===== src/rtl/tmds_encoder_rgb.sv =====
// tmds_encoder_rgb: three-channel DVI 1.0 TMDS encoder, 2-stage pipeline.
// Ports: I_pxl_clk clock, I_rst sync active-high reset, I_de/I_hs/I_vs
//   timing, I_data_{r,g,b} 8-bit pixels, O_tmds_{r,g,b} 10-bit symbols
//   (bit 0 transmitted first). Blue carries hs/vs as c0/c1.
module tmds_encoder_rgb #(
    parameter int SYNC_INV = 0
) (
    input  logic       I_pxl_clk,
    input  logic       I_rst,
    input  logic       I_de,
    input  logic       I_hs,
    input  logic       I_vs,
    input  logic [7:0] I_data_r,
    input  logic [7:0] I_data_g,
    input  logic [7:0] I_data_b,
    output logic [9:0] O_tmds_r,
    output logic [9:0] O_tmds_g,
    output logic [9:0] O_tmds_b
);

    localparam logic INV = (SYNC_INV != 0);

    localparam logic [9:0] CTL_00 = 10'b1101010100;
    localparam logic [9:0] CTL_01 = 10'b0010101011;
    localparam logic [9:0] CTL_10 = 10'b0101010100;
    localparam logic [9:0] CTL_11 = 10'b1010101011;

    // Transition-minimising stage: choose XOR or XNOR chain so that
    // the 8 data bits carry as few transitions as possible.
    function automatic logic [8:0] qm_of(input logic [7:0] d);
        logic [3:0] n1;
        logic       xn;
        logic [8:0] q;
        n1 = 4'd0;
        for (int i = 0; i < 8; i++) begin
            n1 = n1 + {3'b000, d[i]};
        end
        xn = (n1 > 4'd4) || ((n1 == 4'd4) && !d[0]);
        q = 9'd0;
        q[0] = d[0];
        for (int i = 1; i < 8; i++) begin
            q[i] = xn ? ~(q[i-1] ^ d[i]) : (q[i-1] ^ d[i]);
        end
        q[8] = ~xn;
        return q;
    endfunction

    logic hs_p;
    logic vs_p;
    assign hs_p = I_hs ^ INV;
    assign vs_p = I_vs ^ INV;

    // Stage 1 timing: reset value (de=0, c=00) makes the first symbol
    // after release a blank-00 control token.
    logic de_q;
    logic c0_q;
    logic c1_q;

    always_ff @(posedge I_pxl_clk) begin
        if (I_rst) begin
            de_q <= 1'b0;
            c0_q <= 1'b0;
            c1_q <= 1'b0;
        end else begin
            de_q <= I_de;
            c0_q <= hs_p;
            c1_q <= vs_p;
        end
    end

    logic [2:0][7:0] din;
    assign din = {I_data_r, I_data_g, I_data_b};

    for (genvar ch = 0; ch < 3; ch++) begin : g_ch
        logic [8:0] qm_q;
        logic [4:0] cnt;
        logic [9:0] sym_q;
        logic [3:0] n1q;
        logic [4:0] diff;
        logic [4:0] cnt_nx;
        logic [9:0] sym_nx;
        logic [1:0] ctl;
        logic       case_a;
        logic       case_b;

        assign ctl = (ch == 0) ? {c1_q, c0_q} : 2'b00;

        always_ff @(posedge I_pxl_clk) begin
            if (I_rst) begin
                qm_q <= 9'd0;
            end else begin
                qm_q <= qm_of(din[ch]);
            end
        end

        // diff = N1q - N0q = 2*N1q - 8, 5-bit two's complement.
        always_comb begin
            n1q = 4'd0;
            for (int i = 0; i < 8; i++) begin
                n1q = n1q + {3'b000, qm_q[i]};
            end
            diff = {n1q, 1'b0} - 5'd8;
            case_a = (cnt == 5'd0) || (diff == 5'd0);
            case_b = (!cnt[4] && (cnt != 5'd0) &&
                      !diff[4] && (diff != 5'd0)) ||
                     (cnt[4] && diff[4]);
        end

        always_comb begin
            sym_nx = CTL_00;
            cnt_nx = 5'd0;
            if (de_q) begin
                unique case (1'b1)
                    case_a: begin
                        sym_nx = {~qm_q[8], qm_q[8],
                                  qm_q[8] ? qm_q[7:0] : ~qm_q[7:0]};
                        cnt_nx = qm_q[8] ? cnt + diff : cnt - diff;
                    end
                    case_b: begin
                        sym_nx = {1'b1, qm_q[8], ~qm_q[7:0]};
                        cnt_nx = cnt + {3'b000, qm_q[8], 1'b0} - diff;
                    end
                    default: begin
                        sym_nx = {1'b0, qm_q[8], qm_q[7:0]};
                        cnt_nx = cnt + diff - {3'b000, ~qm_q[8], 1'b0};
                    end
                endcase
            end else begin
                // Blanking restarts disparity from zero.
                unique case (ctl)
                    2'b00:   sym_nx = CTL_00;
                    2'b01:   sym_nx = CTL_01;
                    2'b10:   sym_nx = CTL_10;
                    default: sym_nx = CTL_11;
                endcase
                cnt_nx = 5'd0;
            end
        end

        always_ff @(posedge I_pxl_clk) begin
            if (I_rst) begin
                cnt   <= 5'd0;
                sym_q <= 10'd0;
            end else begin
                cnt   <= cnt_nx;
                sym_q <= sym_nx;
            end
        end
    end

    assign O_tmds_b = g_ch[0].sym_q;
    assign O_tmds_g = g_ch[1].sym_q;
    assign O_tmds_r = g_ch[2].sym_q;

endmodule


===== config.mk =====
export PLATFORM = sky130hd
export DESIGN_NAME = tmds_encoder_rgb
export DESIGN_NICKNAME = d
export VERILOG_FILES = /design/src/rtl/tmds_encoder_rgb.sv
export SDC_FILE = /design/constraint.sdc
export NUM_CORES = 1
export LEC_CHECK = 0
export BUFFER_PORTS_ARGS = -buffer_cell sky130_fd_sc_hd__buf_2
export CAP_MARGIN = 40
export CORE_MARGIN = 8
export CORE_UTILIZATION = 55
export CTS_CLUSTER_DIAMETER = 80
export DETAILED_ROUTE_END_ITERATION = 16
export GPL_ROUTABILITY_DRIVEN = 0
export PLACE_DENSITY = 0.75
export SYNTH_ARGS = -nofsm -noshare
export SYNTH_HDL_FRONTEND = slang
export SYNTH_SLANG_ARGS = --single-unit

===== constraint.sdc =====
create_clock -name I_pxl_clk -period 8.25 [get_ports I_pxl_clk]
set_input_delay 1.2375 -clock I_pxl_clk [delete_from_list [all_inputs] [get_ports I_pxl_clk]]
set_output_delay 1.2375 -clock I_pxl_clk [all_outputs]
set_load 0.02 [all_outputs]

# Word-level counts from Yosys, hierarchy flattened
# Index checks and enable logic that the tools add are counted.
# op_classes
addsub	60
n_mux	37
order_cmp	3
bitwise_logic	52
reduce_logical	47
eq_ne	5
# op_table
cell	count
adder 4 x 1 -> 4 bit	24
case mux 10 bit (2 select lines)	3
zero test 5 bit	6
2-to-1 mux 10 bit	3
case mux 10 bit (3 select lines)	1
case mux 5 bit (2 select lines)	3
nonzero test 5 bit	6
subtractor 5 bit	6
inverter 1 bit	28
adder 3 x 1 -> 4 bit	6
2-to-1 mux 8 bit	3
inverter 8 bit	3
2-to-1 mux 1 bit	21
bitwise XOR 1 bit	21
adder 2 x 1 -> 3 bit	6
adder 5 x 2 -> 5 bit	3
adder 5 bit	3
logical AND 1 bit	15
2-to-1 mux 5 bit	3
subtractor 5 x 2 -> 5 bit	3
subtractor 5 x 4 -> 5 bit, second input constant	3
adder 1 x 1 -> 2 bit	6
== test 4 x 3 -> 1 bit, second input constant	3
> comparator 4 x 3 -> 1 bit, second input constant	3
other kinds (6)	22
# totals
reg_bits	75
output_inout_bits	30
input_bits	29

# Depth between registers and ports, before layout
# logic_depth
ltp_word	29
ltp_mapped	17
depth_no_buf	17

# Least setup slack after synthesis
# No wires, ideal clock.
# synth_timing
kind	input port to flip-flop
startpoint	in I_data_g[0]
endpoint	reg g_ch[1].qm_q[7]
arrival_ns	4.589
slack_ns	3.547
required_ns	8.136
stages	12
path_cell_list	inv_1 fa_1 fa_1 fa_1 inv_1 ha_1 fa_1 nor3b_1 o21ai_0 a21oi_1 xnor3_1 nor2b_1
# synth_between
elab_chain_cells	29
# synth_rtl
element	line	rtl
start, declared	14	input logic [7:0] I_data_g,
parallel branches: the longest is 28 deep, another holds adder 3 x 1 -> 4 bit	n/a	
2-to-1 mux 1 bit *	42	q[i] = xn ? ~(q[i-1] ^ d[i]) : (q[i-1] ^ d[i]);
end signal, assigned	92	qm_q <= qm_of(din[ch]);
end, declared	75	logic [8:0] qm_q;
# Mark *: on every way between the ends.
# A chain may end at the register's enable or synchronous reset.

# Worst setup path after layout
# Same ends and word-level chain as after synthesis.

==> summary.md <==
| Metric | Value |
|---|---|
| CP Max Fanout | `5` |
| Final setup fails | `0` |
| Warning count from the yosys run | `0` |
| Top-count cell post-synth | `inv_1` |
| Total CTS buffers | `9` |
| Sequential fraction of the synthesis area | `27.3%` |
| First-pass GRT wire length | `19500 um` |
| Top_reg_cell synth | `dfxtp_1` |
| Post-Syn Instances | `576` |
| Max-cap violations | `0` |
| Tmin final | `4720 ps` |
| IO Count | `59` |
| Syn Area/Cell | `9.56 sq um` |
| Yosys top cell by area | `dfxtp_1` |
| Share of layout cells above drive strength 1 | `14.3%` |
| WS Path Type | `primary input to flop` |
| Post-DP HPWL | `9290 um` |
| #FFs+latches synth | `75` |
| Antenna Violating Nets Remaining | `0` |
| Via/cell ratio | `5.33` |
| Most used cell, CP | `fa_1` |
| Max Freq | `0.212 GHz` |
| Via Count | `4108` |
| Top-area cell type share of the netlist area | `27.3%` |
| Cell family with most CP delay | `adder cells` |
| Grt ovf | `0` |
| Core Rows | `36` |
| Post-route DRC | `0` |
| Hold Violations, Final | `0` |
| Post-synth EDFFs | `0` |
| TritonCTS clock tree | `done` |
| Clk sink count | `75` |
| Met1 Use GR | `22.9%` |
| Ys async rst share | `0%` |
| Hold buffers post-CTS | `0` |
| Slack of the worst reg-to-reg path | `3660 ps` |
| CTS max path bufs | `2` |
| Setup tns final | `0 ps` |
| Least-Margin Pin Slew | `802 ps` |
| Area contributors post-synth | `dfxtp_1 (27%), fa_1 (14%), ha_1 (14%)` |
| Met3 usage | `3.44%` |
| Chip Height | `116 um` |
| CTS clk-pin slew, worst paths | `80 ps` |
| Post-CTS Setup Bufs | `0` |
| Slew HR | `46.5%` |
| Crit path arrival time | `4940 ps` |
| Die Width | `116 um` |
| Worst path cell trace | `buf_2, inv_1, fa_1, fa_1, fa_1, inv_1, ha_1, fa_1, nor3b_1, o21ai_0, a21oi_1, xnor3_1, nor2b_1` |
| # diodes | `0` |
| CP startpoint kind | `primary input` |
| Critical path data required time | `8470 ps` |
| Clock latency on the worst-skew pair | `360 ps` |
| Busiest grt layer | `met2` |
| Final period utilization | `57.2%` |
| Buf/Inv on CP | `3` |
| First-pass detailed-route iteration total | `5` |
| Worst setup EP type | `flop` |
| Buffers on Ports | `58` |
| Min-Delay Path Class | `flop to flop` |
| Max H-tree Level | `3` |
| Outcome | `finished, final reports clean` |
| Post-CTS resize count | `0` |
| DR WL/cell | `15.0 um` |
| Filler cells | `821` |
| Final setup skew | `9.60 ps` |
| Vias in the first global route | `4246` |
| Iteration-0 DRC Markers | `159` |
| Delay of the slowest cell on the worst path | `560 ps` |
| Area grow syn2layout | `10.4%` |
| Max Transition Viols Final | `0` |
| CTS root buffer | `clkbuf_8` |
| DRT Wirelength | `11500 um` |
| Commonest cells in the synthesized netlist | `inv_1 (97), dfxtp_1 (75), ha_1 (61), nor2_1 (55), fa_1 (39)` |
| Syn_nets | `705` |
| Initial antenna violation count | `0` |
| Starting Density | `56.6%` |
| RSZ-0062 raised after global routing | `no` |
| Worst hold margin | `467 ps` |
| Distinct cells, synth | `57` |
| GRT Util Overall | `18.2%` |
| Core area | `0.00973 sq mm` |
| Largest net degree at the start of global routing | `45` |
| Die ar. | `0.0135 sq mm` |
| Cell Area, Synth | `0.00551 sq mm` |
| Final nets | `762` |
| Met2 usage | `30.3%` |
| CP max-delay cell | `fa_1` |
## sequential cells by signal (all words and copies together), names as in the netlist
signal     count
O_tmds_r      10
c0_q           1
g_ch.qm_q     27
O_tmds_g      10
g_ch.cnt      15
c1_q           1
O_tmds_b      10
de_q           1
## per-stage QoR
step / cell area, sq um / worst slack, ps / utilization (%) / instances
after global routing: 6080 / 3330 / 62.5 / 771
after floorplan: 5510 / 3550 / - / 576
after CTS: 6080 / 3560 / 62.5 / 771
final: 6080 / 3530 / 62.5 / 771
after detailed placement: 5900 / 3190 / 60.6 / 755
after global placement: 5880 / 3310 / 60.4 / 754
## cells by family (layout without fill, tap and decap cells)
family | Yosys count | after routing | synth area share, %
AOI/OAI and AO/OA | 100 | 100 | 13.0
xor gates and xnor gates | 58 | 58 | 11.1
adders and majority gates | 100 | 100 | 28.0
buffers and inverters | 111 | 173 | 8.23
DFF | 75 | 75 | 27.3
muxes | 3 | 3 | 0.545
and+or+nand+nor | 129 | 129 | 11.7
## layout make-up
cell class | instances | area, sq um | share of cell area (%)
multi-input combinational | 390 | 3550 | 58.4
sequential | 75 | 1500 | 24.7
inverter | 97 | 364 | 5.99
clock inverter | 7 | 58.8 | 0.967
timing repair buffer | 60 | 313 | 5.15
clock buffer | 9 | 124 | 2.04
tap | 133 | 166 | 2.74
## layout by cell type (no fill, tap or decap), drive strengths merged, types with 3 or more instances in the layout
cell / count
nor2: 55
xnor2: 38
buf: 60
xor2: 13
a311oi: 6
nand2: 19
nor2b: 9
o22ai: 3
xnor3: 6
dfxtp: 75
nor3b: 11
o221ai: 8
o21a: 4
o211ai: 3
o21bai: 3
and2: 3
inv: 101
nand3: 8
ha: 61
mux2i: 3
nand3b: 4
a21o: 5
o21ai: 14
nand2b: 9
clkbuf: 9
a31oi: 4
or4: 3
a21oi: 26
a211oi: 14
fa: 39
## final timing paths
check	startpoint	to	depth (start not counted)
setup / recovery	I_data_g[0]	g_ch[1].qm_q[7]$_SDFF_PP0_	13
hold / removal	g_ch[2].qm_q[5]$_SDFF_PP0_	O_tmds_r[5]$_SDFF_PP0_	1
setup reg to reg	g_ch[0].qm_q[0]$_SDFF_PP0_	O_tmds_b[1]$_SDFF_PP0_	15
hold reg to reg	g_ch[2].qm_q[5]$_SDFF_PP0_	O_tmds_r[5]$_SDFF_PP0_	1
## per-layer routing
layer	vias to the layer above	share of wire [%]	routed length (um)
met5	-	0	0
met4	0	2.0	227
met3	23	4.1	470
met2	111	49	5640
met1	1970	45	5190
li1	2004	-	-
Power is left out: the tool's default activity adds up to more than one toggle a clock period on the data nets, which glitch-free logic cannot reach.
